--- src/rtl/ps2_pkg.sv ---
// Shared types and constants for the PS/2 receiver peripheral.
//   state_t      receive FSM states
//   *_OFF        register byte offsets inside the PS/2 window
//   STAT_*       STATUS register bit positions
package ps2_pkg;

    localparam int unsigned ADDR_W = 4;
    localparam int unsigned DATA_W = 32;
    localparam int unsigned CODE_W = 8;

    typedef enum logic [1:0] {
        IDLE   = 2'd0,
        DATA   = 2'd1,
        PARITY = 2'd2,
        STOP   = 2'd3
    } state_t;

    localparam logic [ADDR_W-1:0] DATA_OFF   = 4'h0;
    localparam logic [ADDR_W-1:0] STATUS_OFF = 4'h4;
    localparam logic [ADDR_W-1:0] CTRL_OFF   = 4'h8;

    localparam int unsigned STAT_BUSY    = 0;
    localparam int unsigned STAT_NEMPTY  = 1;
    localparam int unsigned STAT_FULL    = 2;
    localparam int unsigned STAT_PERR    = 3;
    localparam int unsigned STAT_FERR    = 4;
    localparam int unsigned STAT_OVF     = 5;
    localparam int unsigned STAT_CNT_LSB = 24;

    // PS/2 frames use odd parity over data plus parity bit
    function automatic logic odd_parity_ok(input logic [CODE_W-1:0] d, input logic p);
        return ^{d, p};
    endfunction

endpackage

--- src/rtl/ps2_rx_periph_if.sv ---
// Register bus between the address decoder (master) and the PS/2 peripheral (slave).
//   req_i, we_i, addr_i, wdata_i : request from the core
//   rdata_o                      : combinational read data from the peripheral
interface ps2_rx_periph_if;
    import ps2_pkg::*;

    logic              req_i;
    logic              we_i;
    logic [ADDR_W-1:0] addr_i;
    logic [DATA_W-1:0] wdata_i;
    logic [DATA_W-1:0] rdata_o;

    modport master (output req_i, we_i, addr_i, wdata_i, input rdata_o);
    modport slave  (input req_i, we_i, addr_i, wdata_i, output rdata_o);

endinterface

--- src/rtl/ps2_rx_fifo.sv ---
// Scan-code FIFO with push/pop/flush.
//   push, din      : write a code (dropped when full unless popping in the same cycle)
//   pop            : remove head (ignored when empty)
//   flush          : empty the FIFO, wins over push/pop
//   head_c, full_c, empty_c : combinational views of the stored state; count registered
module ps2_rx_fifo
    import ps2_pkg::*;
#(
    parameter int unsigned DEPTH = 16
) (
    input  logic                     clk,
    input  logic                     rst_n,
    input  logic                     push,
    input  logic                     pop,
    input  logic                     flush,
    input  logic [CODE_W-1:0]        din,
    output logic [CODE_W-1:0]        head_c,
    output logic [$clog2(DEPTH):0]   count,
    output logic                     full_c,
    output logic                     empty_c
);

    localparam int unsigned AW = $clog2(DEPTH);
    localparam int unsigned CW = AW + 1;

    logic [CODE_W-1:0] mem [DEPTH];
    logic [AW-1:0]     wr_ptr;
    logic [AW-1:0]     rd_ptr;
    logic              do_pop_c;
    logic              do_push_c;

    assign empty_c   = (count == '0);
    assign full_c    = (count == CW'(DEPTH));
    assign do_pop_c  = pop & ~empty_c;
    assign do_push_c = push & (~full_c | do_pop_c);
    assign head_c    = mem[rd_ptr];

    // Pointer and occupancy tracking; pointers wrap naturally at DEPTH
    always_ff @(posedge clk or negedge rst_n) begin
        if (!rst_n) begin
            wr_ptr <= '0;
            rd_ptr <= '0;
            count  <= '0;
        end else if (flush) begin
            wr_ptr <= '0;
            rd_ptr <= '0;
            count  <= '0;
        end else begin
            if (do_push_c) wr_ptr <= wr_ptr + AW'(1);
            if (do_pop_c)  rd_ptr <= rd_ptr + AW'(1);
            count <= count + CW'(do_push_c) - CW'(do_pop_c);
        end
    end

    // Storage needs no reset; occupancy gates what is visible
    always_ff @(posedge clk) begin
        if (do_push_c && !flush) mem[wr_ptr] <= din;
    end

endmodule

--- src/rtl/ps2_rx_periph.sv ---
// Memory-mapped PS/2 keyboard receiver.
//   clk_i, rstn_i         : system clock, async active-low reset (released synchronously)
//   bus                   : register bus slave (DATA/STATUS/CTRL)
//   ps2_clk_i, ps2_dat_i  : raw asynchronous PS/2 pins
//   irq_o                 : level interrupt while enabled and FIFO not empty
module ps2_rx_periph
    import ps2_pkg::*;
#(
    parameter int unsigned FIFO_DEPTH     = 16,
    parameter int unsigned TIMEOUT_CYCLES = 50000
) (
    input  logic                  clk_i,
    input  logic                  rstn_i,
    ps2_rx_periph_if.slave        bus,
    input  logic                  ps2_clk_i,
    input  logic                  ps2_dat_i,
    output logic                  irq_o
);

    localparam int unsigned CW = $clog2(FIFO_DEPTH) + 1;
    localparam int unsigned TW = (TIMEOUT_CYCLES > 1) ? $clog2(TIMEOUT_CYCLES) : 1;
    localparam logic [TW-1:0] TMO_LAST = TW'(TIMEOUT_CYCLES - 1);

    logic [1:0]        rst_sync;
    logic              rst_n;
    logic [2:0]        clk_sh;
    logic [1:0]        dat_sh;
    logic              fall_c;
    logic              dat_s;

    state_t            state, state_n;
    logic [2:0]        bit_cnt, bit_cnt_n;
    logic [CODE_W-1:0] shreg, shreg_n;
    logic              par_ok, par_ok_n;
    logic              push_c, ferr_set_c, perr_set_c;
    logic              busy_c, tmo_c;
    logic [TW-1:0]     tmo_cnt;

    logic              irq_en, ovf, ferr, perr;
    logic [ADDR_W-1:0] addr_c;
    logic              wr_ctrl_c, pop_c, flush_c, errclr_c, ovf_set_c;
    logic [CODE_W-1:0] head_c;
    logic [CW-1:0]     count;
    logic              full_c, empty_c;
    logic [DATA_W-1:0] rdata_c;
    logic              unused_ok;

    // Reset asserts immediately, releases on a clock edge
    always_ff @(posedge clk_i or negedge rstn_i) begin
        if (!rstn_i) rst_sync <= '0;
        else         rst_sync <= {rst_sync[0], 1'b1};
    end
    assign rst_n = rst_sync[1];

    // Two-flop synchronisers plus one history flop on the clock for edge detect
    always_ff @(posedge clk_i or negedge rst_n) begin
        if (!rst_n) begin
            clk_sh <= '1;
            dat_sh <= '1;
        end else begin
            clk_sh <= {clk_sh[1:0], ps2_clk_i};
            dat_sh <= {dat_sh[0], ps2_dat_i};
        end
    end
    assign fall_c = clk_sh[2] & ~clk_sh[1];
    assign dat_s  = dat_sh[1];

    assign busy_c = (state != IDLE);

    // Inactivity watchdog: restarts on each falling edge, runs only mid-frame
    always_ff @(posedge clk_i or negedge rst_n) begin
        if (!rst_n)                tmo_cnt <= '0;
        else if (fall_c || !busy_c) tmo_cnt <= '0;
        else                       tmo_cnt <= tmo_cnt + TW'(1);
    end
    assign tmo_c = busy_c & ~fall_c & (tmo_cnt == TMO_LAST);

    always_ff @(posedge clk_i or negedge rst_n) begin
        if (!rst_n) begin
            state   <= IDLE;
            bit_cnt <= '0;
            shreg   <= '0;
            par_ok  <= 1'b0;
        end else begin
            state   <= state_n;
            bit_cnt <= bit_cnt_n;
            shreg   <= shreg_n;
            par_ok  <= par_ok_n;
        end
    end

    // Frame deserialiser: start, 8 data LSB-first, odd parity, stop
    always_comb begin
        state_n    = state;
        bit_cnt_n  = bit_cnt;
        shreg_n    = shreg;
        par_ok_n   = par_ok;
        push_c     = 1'b0;
        ferr_set_c = 1'b0;
        perr_set_c = 1'b0;
        if (tmo_c) begin
            state_n    = IDLE;
            ferr_set_c = 1'b1;
        end else if (fall_c) begin
            case (state)
                IDLE: begin
                    if (!dat_s) begin
                        state_n   = DATA;
                        bit_cnt_n = '0;
                    end
                end
                DATA: begin
                    shreg_n   = {dat_s, shreg[CODE_W-1:1]};
                    bit_cnt_n = bit_cnt + 3'd1;
                    if (bit_cnt == 3'd7) state_n = PARITY;
                end
                PARITY: begin
                    par_ok_n = odd_parity_ok(shreg, dat_s);
                    state_n  = STOP;
                end
                STOP: begin
                    state_n    = IDLE;
                    perr_set_c = ~par_ok;
                    ferr_set_c = ~dat_s;
                    push_c     = par_ok & dat_s;
                end
                default: state_n = IDLE;
            endcase
        end
    end

    assign addr_c    = {bus.addr_i[3:2], 2'b00};
    assign wr_ctrl_c = bus.req_i & bus.we_i & (addr_c == CTRL_OFF);
    assign pop_c     = bus.req_i & ~bus.we_i & (addr_c == DATA_OFF);
    assign flush_c   = wr_ctrl_c & bus.wdata_i[1];
    assign errclr_c  = wr_ctrl_c & bus.wdata_i[2];
    // A pop frees the slot a same-cycle push needs, so no overflow then
    assign ovf_set_c = push_c & full_c & ~pop_c;

    ps2_rx_fifo #(.DEPTH(FIFO_DEPTH)) u_fifo (
        .clk     (clk_i),
        .rst_n   (rst_n),
        .push    (push_c),
        .pop     (pop_c),
        .flush   (flush_c),
        .din     (shreg),
        .head_c  (head_c),
        .count   (count),
        .full_c  (full_c),
        .empty_c (empty_c)
    );

    // Control and sticky error flags; a new error beats a same-cycle clear
    always_ff @(posedge clk_i or negedge rst_n) begin
        if (!rst_n) begin
            irq_en <= 1'b0;
            ovf    <= 1'b0;
            ferr   <= 1'b0;
            perr   <= 1'b0;
        end else begin
            if (wr_ctrl_c) irq_en <= bus.wdata_i[0];
            ovf  <= ovf_set_c  | (ovf  & ~errclr_c);
            ferr <= ferr_set_c | (ferr & ~errclr_c);
            perr <= perr_set_c | (perr & ~errclr_c);
        end
    end

    always_comb begin
        rdata_c = '0;
        case (addr_c)
            DATA_OFF:   rdata_c[CODE_W-1:0] = empty_c ? '0 : head_c;
            STATUS_OFF: begin
                rdata_c[STAT_BUSY]   = busy_c;
                rdata_c[STAT_NEMPTY] = ~empty_c;
                rdata_c[STAT_FULL]   = full_c;
                rdata_c[STAT_PERR]   = perr;
                rdata_c[STAT_FERR]   = ferr;
                rdata_c[STAT_OVF]    = ovf;
                rdata_c[STAT_CNT_LSB +: 8] = 8'(count);
            end
            CTRL_OFF:   rdata_c[0] = irq_en;
            default:    rdata_c = '0;
        endcase
    end

    assign bus.rdata_o = rdata_c;
    assign irq_o       = irq_en & ~empty_c;

    assign unused_ok = ^{bus.wdata_i[DATA_W-1:3], bus.addr_i[1:0]};

endmodule
--- src/flat_wrapper.sv ---
// flat-port wrapper written by rule: the top's interface ports become plain ports
module ps2_rx_periph_flat import ps2_pkg::*;
#(
    parameter int unsigned FIFO_DEPTH     = 16,
    parameter int unsigned TIMEOUT_CYCLES = 50000
)
  (clk_i, rstn_i, ps2_clk_i, ps2_dat_i, irq_o, bus_req_i, bus_we_i, bus_addr_i, bus_wdata_i, bus_rdata_o);
  ps2_rx_periph_if bus_i ();
  input  logic clk_i;
  input  logic rstn_i;
  input  logic ps2_clk_i;
  input  logic ps2_dat_i;
  output logic irq_o;
  input wire logic [$bits(bus_i.req_i)-1:0] bus_req_i;
  input wire logic [$bits(bus_i.we_i)-1:0] bus_we_i;
  input wire logic [$bits(bus_i.addr_i)-1:0] bus_addr_i;
  input wire logic [$bits(bus_i.wdata_i)-1:0] bus_wdata_i;
  output wire logic [$bits(bus_i.rdata_o)-1:0] bus_rdata_o;
  assign bus_i.req_i = bus_req_i;
  assign bus_i.we_i = bus_we_i;
  assign bus_i.addr_i = bus_addr_i;
  assign bus_i.wdata_i = bus_wdata_i;
  assign bus_rdata_o = bus_i.rdata_o;
  ps2_rx_periph #(.FIFO_DEPTH(FIFO_DEPTH), .TIMEOUT_CYCLES(TIMEOUT_CYCLES)) u_core (.clk_i(clk_i), .rstn_i(rstn_i), .bus(bus_i), .ps2_clk_i(ps2_clk_i), .ps2_dat_i(ps2_dat_i), .irq_o(irq_o));
endmodule
--- config.mk ---
export PLATFORM = sky130hd
export DESIGN_NAME = ps2_rx_periph_flat
export DESIGN_NICKNAME = d
export VERILOG_FILES = /design/src/rtl/ps2_pkg.sv /design/src/rtl/ps2_rx_periph_if.sv /design/src/rtl/ps2_rx_fifo.sv /design/src/rtl/ps2_rx_periph.sv /design/src/flat_wrapper.sv
export SDC_FILE = /design/constraint.sdc
export NUM_CORES = 1
export LEC_CHECK = 0
export BUFFER_PORTS_ARGS = -buffer_cell sky130_fd_sc_hd__buf_2
export CAP_MARGIN = 10
export CORE_UTILIZATION = 40
export CTS_BUF_LIST = sky130_fd_sc_hd__clkbuf_4
export DETAILED_ROUTE_END_ITERATION = 10
export GPL_TIMING_DRIVEN = 0
export SYNTH_ARGS = -nofsm -noshare
export SYNTH_HDL_FRONTEND = slang
export SYNTH_SLANG_ARGS = --single-unit
export TNS_END_PERCENT = 100
--- constraint.sdc ---
create_clock -name clk_i -period 7.85 [get_ports clk_i]
set_clock_uncertainty 0.2 [all_clocks]
set_input_delay 1.57 -clock clk_i [delete_from_list [all_inputs] [get_ports clk_i]]
set_output_delay 1.57 -clock clk_i [all_outputs]
set_load 0.01 [all_outputs]
==> results of run 1 <==
[report_power, final]
group / internal [uW] / total (uW) / switching [uW]
Clock: 197 / 534 / 337
Sequential: 1150 / 1280 / 125
Combinational: 331 / 683 / 352
Total: 1680 / 2490 / 814
[cell families after synthesis]
group                      share of synthesized area
AOI/OAI and AO/OA                             0.0339
xor gates and xnor gates                      0.0331
muxes                                          0.124
DFF                                            0.656
other                                       0.000947
adders and majority gates                     0.0325
and+or+nand+nor                               0.0805
buffers and inverters                         0.0394
[metal layers]
layer,part of all wire,vias to the layer above,wire (um)
li1,-,1972,-
met1,0.43,2169,6880
met2,0.51,105,8240
met3,0.042,20,680
met4,0.019,0,301
met5,0,-,0
[registers in the layout (all words and copies together) (netlist names), 3 cells and up]
signal and cells:
u_core.bit_cnt 3, u_core.clk_sh 3, u_core.shreg 8, u_core.tmo_cnt 16
u_core.u_fifo.count 5, u_core.u_fifo.mem 128, u_core.u_fifo.rd_ptr 4, u_core.u_fifo.wr_ptr 4
[cells in the final DEF, fill, tap and decap left out, types with 3 or more instances in the layout]
master | synthesis | layout
nor2b_1 | 5 | 5
clkbuf_4 | 0 | 17
a21oi_1 | 8 | 8
dfstp_2 | 5 | 5
and3_1 | 3 | 3
edfxtp_1 | 128 | 128
xnor2_1 | 16 | 16
mux2_2 | 8 | 8
inv_1 | 21 | 21
mux2i_1 | 8 | 8
nor4_2 | 0 | 4
and2_1 | 12 | 12
a211oi_1 | 6 | 6
xor2_1 | 14 | 14
clkbuf_1 | 8 | 8
nand2_1 | 18 | 18
nand4_1 | 5 | 5
mux4_2 | 36 | 36
conb_1 | 2 | 20
nand3_1 | 8 | 8
nor4b_1 | 3 | 3
dfrtp_1 | 49 | 48
nor2_1 | 39 | 39
o21ai_0 | 7 | 7
buf_2 | 7 | 29
or3_1 | 3 | 3
clkinv_4 | 0 | 5
nor3_1 | 4 | 4
buf_4 | 20 | 24
ha_1 | 19 | 19
a22o_1 | 5 | 5
[critical path: cells and delay by family (launching register included)]
family          cells  cell delay (ns)
compound gates      3             0.56
flops               1             0.35
buf+inv             3             1.34
mux                 1             0.41
[worst paths after layout]
kind	from	cells after the start	slack, ns	endpoint
min reg2reg	u_core.rst_sync[1]	1	0.05	u_core.tmo_cnt[14]
min	u_core.rst_sync[1]	1	0.05	u_core.tmo_cnt[14]
max reg2reg	u_core.u_fifo.count[3]	14	4.02	u_core.u_fifo.count[4]
min in group clk_i	u_core.rst_sync[0]	0	0.17	u_core.rst_sync[1]
max	u_core.u_fifo.rd_ptr[3]	7	2.84	bus_rdata_o[1]
max in group asynchronous	u_core.rst_sync[1]	1	6.51	u_core.shreg[5]
[metrics by stage]
step / hold WS, ns / setup slack (ns)
2_1_floorplan: 0.131 / 3.39
3_3_place_gp: 0.139 / 2.67
3_5_place_dp: -0.0427 / 3.12
4_1_cts: 0.0634 / 2.71
5_1_grt: 0.0689 / 2.59
6_report: 0.0479 / 2.84
[cell type report]
class,instances,area share
Antenna cell,1,0.000283
Buffer,38,0.0265
Clock buffer,17,0.0145
Clock inverter,15,0.0198
Inverter,21,0.00893
Multi-Input combinational cell,278,0.284
Sequential cell,182,0.589
Tap cell,265,0.0375
Timing Repair Buffer,28,0.0193
[timing repair]
| action | 4_1_cts | 5_1_grt |
|---|---|---|
| hold endpoints to repair | 11 | 0 |
| buffers inserted | 0 | 0 |
| hold buffers | 1 | 0 |
==> results by stage, run 1 <==
Layout:
- The share of final-layout standard cells stronger than drive strength 1 is 0.254.
- The count of placed standard cells in the final layout, fillers left out is roughly 850.
- The multi-input logic area is approximately 2500 um2.
- Counting the fill cells in the layout gives around 1700.
- The layout-stage area growth over the synthesis result is 11.4%.
- The net count reported at finish is between 600 and 700.
- The combined flip-flop and latch cell area is 5200 um2.
- For this run, the share of the core covered by cells in the final layout is 0.454.
- Summing all non-filler instances in the final layout gives an area of 8830 um2.

Global route:
- For this run, global-route usage on met1 was measured as 0.213.
- The remaining global-route overflow is 0.
- The met3 capacity usage during global routing is 0.0345.
- Entering global routing, the biggest net connects 42 pins.
- For met2 alone, demand over resource in global routing was 0.296.
- The number of antenna violations at the first check in global routing is 1.
- The overall routing resource usage is 0.172.
- The via count of the first global-routing pass is between 4000 and 5000.
- The first-pass GRT wire length is between 20000 and 25000 um.
- The layer with the highest usage is met2.

STA:
- In this run the tightest slew margin relative to its limit is 0.172.
- Setup repair after global routing left no endpoint under its margin.
- The post-layout minimum cycle time is 5.01 ns.
- The total negative slack is 0 ns.
- The count of final max-slew check failures came to 0.
- Timing would allow up to approximately 0.2 GHz.
- The slew at the pin with the worst max-slew slack is 1.24 ns.
- The final number of setup-violating endpoints is 0.
- Dividing the final minimum period by the clock period gives 0.638.
- The hold violation total from the final report was 0.

Floorplan:
- The die covers roughly 20000 um2.
- The starting density of the core is 0.407.
- The number of rows in the core area is between 50 and 60.
- 75 I/O pins were placed.
- The region available for standard cell placement spans 19500 um2.
- Measured along the y axis, the die boundary spans between 100 and 150 um.
- Measured along the x axis, the die boundary spans approximately 140 um.

Critical path:
- The worst setup path is captured at an output pin.
- The largest incremental delay on the critical path is ~0.72 ns.
- The worst setup path is of the flip-flop to output pin kind.
- The worst endpoint data arrival time is between 3 and 4 ns.
- The largest fanout on the critical path is 10.
- For the worst setup path, the data required time is roughly 6.1 ns.
- The type of origin of the critical path is a flip-flop.
- Traced cell by cell, the critical path runs through clkbuf_1 > buf_1 > mux4_2 > a211oi_1 > a21oi_1 > o21a_1 > buf_2.
- The critical-path cell with the highest stage delay is buf_1.

Power and ir drop:
- Power spread over the standard cell area amounts to 282 nW/um2.
- Overall power consumption after layout is estimated at 2490 uW.
- The leakage dissipation is about 0.0032 uW.
- IR analysis of the VDD net gives a maximum drop of 0.134 mV.

Run:
- The number of maximum-capacitance violations is 0.

Synth:
- A synthesized cell averages around 16 um2.
- The biggest area contributor in the post-synthesis netlist is edfxtp_1.
- In the synthesized netlist the dominant register cell turns out to be edfxtp_1.
- For this run, the number of Yosys warnings is 0.
- After synthesis, the most frequently instantiated cells are 128 x edfxtp_1, 49 x dfrtp_1, 39 x nor2_1, 36 x mux4_2, 21 x inv_1.
- The synthesized netlist contains 54 unique library cells.
- The synthesized netlist cell count is 501.
- The proportion of synthesized chip area in sequential cells is 0.656.
- The synthesized flop and latch total is 182.
- The share of synthesized flip-flops with an asynchronous set or reset is 0.297.
- Yosys attributes the largest share of cell area to edfxtp_1 48%, dfrtp_1 15%, mux4_2 10%.
- The most common cell in the netlist is edfxtp_1.
- The number of flops mapped to enable cells by yosys is roughly 130.
- The area of the mapped netlist is about 8000 um2.
- The proportion of netlist area held by the largest area contributor is 0.485.

Routing:
- The wire length per cell is about 19 um.
- The total number of vias is 4266.
- In this run the remaining antenna-violating nets after routing total 0.
- In the routed layout, each cell is associated on average with a via count of ~5.0.
- For this block, the initial DRC count from the detailed router was slightly above 300.
- The number of detailed-route iterations in the first pass is 5.
- The detailed-route DRC error count is 0.
- The routed design has roughly 16000 um of wire.

Clocking:
- After clock tree synthesis, the clock-pin slew on the worst setup and hold paths is around 0.15 ns.
- Post-CTS repair changed the size of 0 cells.
- The later-pin clock latency in the skew report is ~0.56 ns.
- For this design, the sink count on the clock tree is roughly 180.
- The H-tree generated during clock tree synthesis spans 4 levels.
- The tree is rooted in a clkbuf_4.
- Counting the buffers created by CTS gives 17.
- The number of buffers between clock root and the deepest sink is 2.
- The TritonCTS clock tree is built.

Placement:
- The half-perimeter wire length after placement is between 10000 and 15000 um.
- The number of placed instances, taps included, is about 810.
- The weighted congestion reported at the end of routability-driven placement is 0.819.
- In this run the cell area measured after placement is about 8500 um2.
- Buffers placed on the I/O ports in this run total 22.

Min path:
- The classification of the worst-slack hold path is flip-flop to async pin.

Outcome:
- The flow ran to the end, and the final reports show no timing, DRC or antenna violations.
No activity file was read; power rests on OpenSTA's default activity.
==> inputs of run 2 (changes only) <==
==> constraint.sdc (replaced) <==
create_clock -name clk_i -period 4 [get_ports clk_i]
set_clock_uncertainty 0.2 [all_clocks]
set_input_delay 0.8 -clock clk_i [delete_from_list [all_inputs] [get_ports clk_i]]
set_output_delay 0.8 -clock clk_i [all_outputs]
set_load 0.01 [all_outputs]
==> results by stage, run 2 (synthesis gave the netlist of run 1 again) <==
Outcome:
- The run finished with clean final reports.

Routing:
- The iteration-0 DRC count of the detailed router came to 346 (+14%).
- The wire length reported by the detailed router is 16100 um (about the same).
- The detailed-route DRC error count is 0 (unchanged).
- The number of detailed-route iterations in the first pass is 4 (-1).
- The total number of vias is 4265 (-0.023%).
- The via count normalized by instance count is 5.05 (about the same).
- The post-detailed-route count of antenna-violating nets came to 0 (unchanged).
- The wire length per cell came to 19.1 um (+0.19%).

Layout:
- Compared with the post-synthesis result, the final layout area differs by 11.7%.
- u_core.u_fifo.mem holds more flip-flops than any other register.
- The number of flip-flops in the largest register was 128 (unchanged).
- The count of placed standard cells in the final layout, fillers left out came to 844 (-0.12%).
- The net count reported at finish is 627 (-0.16%).
- The most common cell after layout, fill and taps aside is edfxtp_1.
- In the layout the commonest cells are 128 x edfxtp_1, 45 x dfrtp_1, 39 x nor2_1.
- In the final layout, the registers with the most flip-flops are u_core.u_fifo.mem x128, u_core.tmo_cnt x16, u_core.shreg x8.
- The filler cell count came to 1717 (-0.12%).
- The share of final-layout standard cells stronger than drive strength 1 is 0.263 (+0.00909).

Min path:
- The min-delay analysis places its worst path in the category flip-flop to async pin.

Power and ir drop:
- The cell-internal power is 3310 uW (+97%).
- The maximum vdd drop is 0.264 mV (+96%).
- The leakage dissipation is 0.00324 uW (about the same).
- The share of power burned in the clock network is 0.214 (about the same).
- The share of total power in combinational logic is 0.272 (-0.002).
- The power per cell area was 554 nW/um2 (+96%).
- The power after layout was 4910 uW (+97%).
- The power share of the sequential group is 0.514 (+0.002).
- The power spent charging and discharging nets was 1600 uW (+97%).
- The switching power as a share of total power came to 0.326 (about the same).

STA:
- In the finished design, the share of the clock period the worst path needs comes to 0.950.
- Setup repair after global routing left no endpoint under its margin.
- The count of final max-slew check failures is 0 (unchanged).
- The final worst hold slack is 0.0491 ns (+0.00128 ns).
- The final number of setup-violating endpoints is 0 (unchanged).
- Derived from the worst setup path, the maximum achievable clock frequency is about 0.26 GHz.
- The post-layout minimum cycle time is between 3 and 4 ns.
- The hold violation total from the final report is 0 (unchanged).
- The worst-case headroom to the max-slew limit is 0.176 (+0.00404).
- The slew at the pin with the worst max-slew slack is 1.23 ns (-0.00604 ns).

Global route:
- The overall routing resource usage was 0.172 (about the same).
- The global-route met1 utilization was 0.213 (+0.000224).
- The first-pass GRT wire length is 24800 um (about the same).
- The remaining global-route overflow is 0 (unchanged).
- The number of antenna violations at the first check in global routing was 1 (unchanged).
- The via count of the first global-routing pass is 4420 (unchanged).
- The global routing met2 resource utilization was 0.296 (about the same).
- The layer flagged by global routing as most heavily used is met2.
- The met3 capacity usage during global routing is 0.0345 (unchanged).
- The maximum number of pins on one net before global-route repair is 42 (unchanged).

Critical path:
- STA classifies the critical path endpoint as an output pin.
- The worst endpoint data arrival time is 2.80 ns (-0.44 ns).
- The data required time of the worst path is 3.00 ns (-3.08 ns).
- STA classifies the critical path startpoint as a flip-flop.
- The largest fanout on the critical path is 10 (unchanged).
- The worst register-to-register path ends at u_core.u_fifo.count[4].
- The worst reg-to-reg path cell count came to 15 (+1).
- The reg2reg setup slack was 0.53 ns (-3.49 ns).
- The classification of the worst setup path is flip-flop to output pin.
- The critical register-to-register path startpoint is u_core.u_fifo.count[3].

Floorplan:
- The die width came to 143 um (unchanged).
- The die outline height is 143 um (unchanged).
- The starting density of the core is 0.407 (unchanged).
- The number of rows in the core area is 51 (unchanged).
- The number of top-level pins is 75 (unchanged).
- The placeable core region is 19500 um2 (unchanged).
- The full die area was 20400 um2 (unchanged).

Clocking:
- The H-tree depth reported by CTS was 4 (unchanged).
- The number of buffers between clock root and the deepest sink was 2 (unchanged).
- The post-CTS setup-driven buffer insertion count was 0 (unchanged).
- The later-pin clock latency in the skew report was 0.57 ns (about the same).
- The number of CTS-inserted buffers is 17 (unchanged).
- The cell at the root of the clock tree is clkbuf_4.
- The sink count of the clock tree is 182 (unchanged).
- The clock-pin slew on the worst setup and hold paths is 0.15 ns (about the same).
- The TritonCTS clock tree is built.

Placement:
- The half-perimeter wire length after placement came to 10900 um (unchanged).
- The weighted congestion reported at the end of routability-driven placement came to 0.819 (unchanged).
- The placed cell count came to 811 (unchanged).
- The number of buffers added on ports was 22 (unchanged).

Run:
- The number of maximum-capacitance violations is 0 (unchanged).
run 2: worst max path at each step:
stage,depth (start not counted),endpoint,slack [ns],from
floorplan,14,u_core.u_fifo.count[4],0.31,bus_addr_i[2]
global placement,5,u_core.u_fifo.mem[0][0],-0.41,bus_addr_i[2]
detailed placement,5,u_core.u_fifo.mem[14][3],0.04,bus_addr_i[2]
CTS,5,bus_rdata_o[3],0.02,u_core.u_fifo.rd_ptr[0]
global route,6,bus_rdata_o[0],0.02,u_core.u_fifo.rd_ptr[2]
finish,5,bus_rdata_o[3],0.20,u_core.u_fifo.rd_ptr[0]
run 2: routing by layer:
| layer | part of all wire | vias up |
|---|---|---|
| met5 | 0 | - |
| met4 | 0.019 | 0 |
| li1 | - | 1969 |
| met1 | 0.43 | 2165 |
| met3 | 0.037 | 22 |
| met2 | 0.51 | 109 |
run 2: layout make-up:
| class | count | area [um2] | share of cell area |
|---|---|---|---|
| inverter | 21 | 78.8 | 0.00890 |
| buffer | 36 | 244 | 0.0275 |
| clock buffer | 17 | 128 | 0.0144 |
| timing repair buffer | 29 | 180 | 0.0203 |
| tap | 265 | 332 | 0.0374 |
| multi-input combinational | 278 | 2510 | 0.284 |
| antenna | 1 | 2.50 | 0.000282 |
| sequential | 182 | 5210 | 0.588 |
| clock inverter | 15 | 175 | 0.0198 |
run 2: power by group through the flow:
stage / clock (uW) / sequential (uW) / combinational (uW)
floorplan: 0 / 2450 / 1030
global placement: 0 / 2530 / 1320
detailed placement: 0 / 2540 / 1360
CTS: 1080 / 2520 / 1360
global route: 1160 / 2550 / 1500
finish: 1050 / 2520 / 1330
run 2: critical path: stages, from the launching register on:
cell,delay [ns]
dfrtp_2,0.51
buf_4,0.28
mux4_2,0.54
mux4_2,0.54
a22o_1,0.21
buf_2,0.14
run 2: what timing repair did:
item                                    in CTS  in global routing
hold buffers                                 2                  0
pin swaps                                    0                  0
endpoints found under the hold margin       13                  0
endpoints found under the setup margin       7                  8
gates resized for setup                      6                  4
run 2: metrics by stage:
stage               TNS (ns)  worst slack [ns]   util  area [um2]
floorplan                  0             0.308      -        8000
detailed placement         0            0.0373  0.438        8520
CTS                        0            0.0229  0.455        8850
global placement      -11.70            -0.414  0.434        8440
finish                     0             0.198  0.455        8860
global route               0            0.0195  0.455        8860
==> inputs of run 3 (changes only) <==
--- a/config.mk
+++ b/config.mk
@@ -11,6 +11,7 @@
 export CTS_BUF_LIST = sky130_fd_sc_hd__clkbuf_4
 export DETAILED_ROUTE_END_ITERATION = 10
 export GPL_TIMING_DRIVEN = 0
+export MAX_ROUTING_LAYER = met4
 export SYNTH_ARGS = -nofsm -noshare
 export SYNTH_HDL_FRONTEND = slang
 export SYNTH_SLANG_ARGS = --single-unit
==> constraint.sdc (replaced) <==
create_clock -name clk_i -period 4 [get_ports clk_i]
set_clock_uncertainty 0.2 [all_clocks]
set_input_delay 0.8 -clock clk_i [delete_from_list [all_inputs] [get_ports clk_i]]
set_output_delay 0.8 -clock clk_i [all_outputs]
set_load 0.02 [all_outputs]
==> results by stage, run 3 (synthesis gave the netlist of run 1 again) <==
Outcome:
- The run finished with clean final reports.

Global route:
- The overall routing resource usage is 0.177 (+0.00554).
- The via count of the first global-routing pass is 4408 (-0.27%).
- The first-pass GRT wire length is 24800 um (+0.14%).
- The number of antenna violations at the first check in global routing is 1 (unchanged).
- The remaining global-route overflow is 0 (unchanged).
- The maximum number of pins on one net before global-route repair came to 42 (unchanged).

Critical path:
- The data required time of the worst path was 3.00 ns (about the same).
- STA classifies the critical path startpoint as a flip-flop.
- The critical path in this run is classified as flip-flop to output pin.
- The critical path launch point is u_core.u_fifo.rd_ptr[1].
- The worst endpoint data arrival time is 2.84 ns (+0.04 ns).
- The largest fanout on the critical path was 10 (unchanged).
- The slowest stage of the critical path belongs to the cell mux4_2.
- STA classifies the critical path endpoint as an output pin.
- The startpoint identified for the worst register-to-register timing path is u_core.u_fifo.count[3].
- The largest incremental delay on the critical path is 0.54 ns (about the same).
- The signal on the critical path passes through buf_4 > clkbuf_4 > mux4_2 > mux4_2 > a22o_1 > buf_2.
- The reg2reg setup slack is 0.54 ns (about the same).
- In this design, the critical path's most frequently occurring cell is mux4_2.
- The worst reg-to-reg path cell count is 15 (unchanged).
- The capture instance of the worst register-to-register path is u_core.u_fifo.count[4].

Routing:
- The wire length per cell is 19.1 um (about the same).
- The iteration-0 DRC count of the detailed router came to 337 (-2.6%).
- The post-detailed-route count of antenna-violating nets was 0 (unchanged).
- The wire length reported by the detailed router is 16100 um (about the same).
- The via count normalized by instance count came to 5.10 (+0.84%).
- The total number of vias is 4301 (+0.84%).
- The number of detailed-route iterations in the first pass was 4 (unchanged).
- The detailed-route DRC error count came to 0 (unchanged).

STA:
- Setup repair after global routing left no endpoint under its margin.
- The least setup slack across all paths after layout is 0.161 ns (-0.0379 ns).
- The final number of setup-violating endpoints was 0 (unchanged).
- The final worst hold slack is 0.0487 ns (-0.000460 ns).
- The highest clock frequency the design can meet was 0.260 GHz (-0.99%).
- The worst-case headroom to the max-slew limit came to 0.168 (-0.00823).
- The share of the cycle needed by the critical path after routing was 0.960 (+0.00947).
- The count of final max-slew check failures is 0 (unchanged).
- The slew at the pin with the worst max-slew slack is 1.24 ns (+0.0123 ns).
- The post-layout minimum cycle time is 3.84 ns (+0.0379 ns).
- The hold violation total from the final report is 0 (unchanged).

Clocking:
- The post-CTS setup-driven buffer insertion count is 0 (unchanged).
- The number of CTS-inserted buffers came to 17 (unchanged).
- The clock-pin slew on the worst setup and hold paths is 0.15 ns (about the same).
- The later-pin clock latency in the skew report was 0.57 ns (about the same).
- The H-tree depth reported by CTS is 4 (unchanged).
- The number of buffers between clock root and the deepest sink is 2 (unchanged).
- The sink count of the clock tree was 182 (unchanged).
- TritonCTS built the clock tree.
- The tree is rooted in a clkbuf_4.

Floorplan:
- The number of top-level pins is 75 (unchanged).
- The die outline height came to 143 um (unchanged).
- The die width is 143 um (unchanged).
- The number of rows in the core area is 51 (unchanged).
- The placeable core region is 19500 um2 (unchanged).
- The starting density of the core is 0.407 (unchanged).
- The full die area is 20400 um2 (unchanged).

Placement:
- The half-perimeter wire length after placement is 10900 um (unchanged).
- The instance area after placement is 8520 um2 (unchanged).
- The number of buffers added on ports is 22 (unchanged).
- The worst slack at placement is 0.0373 ns (unchanged).
- The placed cell count was 811 (unchanged).
- The weighted congestion reported at the end of routability-driven placement is 0.831 (+1.5%).

Layout:
- The filler cell count is 1714 (-0.17%).
- The register with the most flip-flops in the final layout is u_core.u_fifo.mem.
- The net count reported at finish is 627 (unchanged).
- The layout-stage area growth over the synthesis result was 11.8% (about the same).
- The library cell used most frequently in the layout, excluding fill and tap cells, is edfxtp_1.
- The end-of-flow core utilization is 0.455 (about the same).
- The largest registers in the layout are u_core.u_fifo.mem x128, u_core.tmo_cnt x16, u_core.shreg x8.
- The count of placed standard cells in the final layout, fillers left out is 844 (unchanged).
- The final instance area is 8860 um2 (about the same).
- The number of flip-flops in the largest register came to 128 (unchanged).
- The share of final-layout standard cells stronger than drive strength 1 is 0.265 (+0.00173).
- In the layout the commonest cells are 128 x edfxtp_1, 45 x dfrtp_1, 39 x nor2_1.

Power and ir drop:
- The power per cell area is 558 nW/um2 (+0.76%).
- The maximum vdd drop is 0.264 mV (about the same).
- The leakage dissipation is 0.00325 uW (+0.10%).

Run:
- The number of maximum-capacitance violations is 0 (unchanged).

Min path:
- The classification of the worst-slack hold path is flip-flop to async pin.
[run 3: worst max-delay path: cells and delay by family (launching register included)]
kind	cells	cell delay, ns
AOI/OAI and AO/OA	1	0.21
DFF	1	0.49
muxes	2	0.88
buffers and inverters	3	0.68
[run 3: layout make-up]
type	instances	area [um2]	share of cell area
clock inverter	15	175	0.0198
sequential	182	5210	0.587
multi-input combinational	278	2510	0.284
tap	265	332	0.0374
buffer	36	245	0.0277
timing repair buffer	29	180	0.0203
inverter	21	78.8	0.00889
clock buffer	17	128	0.0144
antenna	1	2.50	0.000282
[run 3: per-layer routing]
metal / routed length, um / vias up / part of all wire / global-route usage
li1: - / 1967 / - / -
met4: 262 / 0 / 0.016 / 0.0594
met5: 0 / - / 0 / -
met1: 6850 / 2210 / 0.43 / 0.214
met3: 755 / 19 / 0.047 / 0.0369
met2: 8240 / 105 / 0.51 / 0.296
[run 3: metrics by stage]
step	power, uW	TNS, ns
floorplan	3520	0
global placement	3880	-11.70
detailed placement	3940	0
CTS	4990	0
global route	5250	0
finish	4950	0
[run 3: how the worst max path moves through the flow]
stage / end / slack, ns
2_1_floorplan: u_core.u_fifo.count[4] / 0.31
6_report: bus_rdata_o[3] / 0.16
3_5_place_dp: u_core.u_fifo.mem[14][3] / 0.04
3_3_place_gp: u_core.u_fifo.mem[0][0] / -0.41
5_1_grt: bus_rdata_o[3] / 0.02
4_1_cts: bus_rdata_o[3] / 0.004
[run 3: report_power, final]
group | internal [uW] | leakage (uW) | switching [uW]
registers | 2260 | 0.00186 | 261
clock network | 386 | 0.000153 | 668
logic | 663 | 0.00123 | 711
total | 3310 | 0.00325 | 1640
[run 3: repair_timing]
action | in CTS | in global routing
hold buffers | 2 | 0
hold endpoints to repair | 13 | 0
gates resized for setup | 6 | 6
endpoints found under the setup margin | 7 | 8
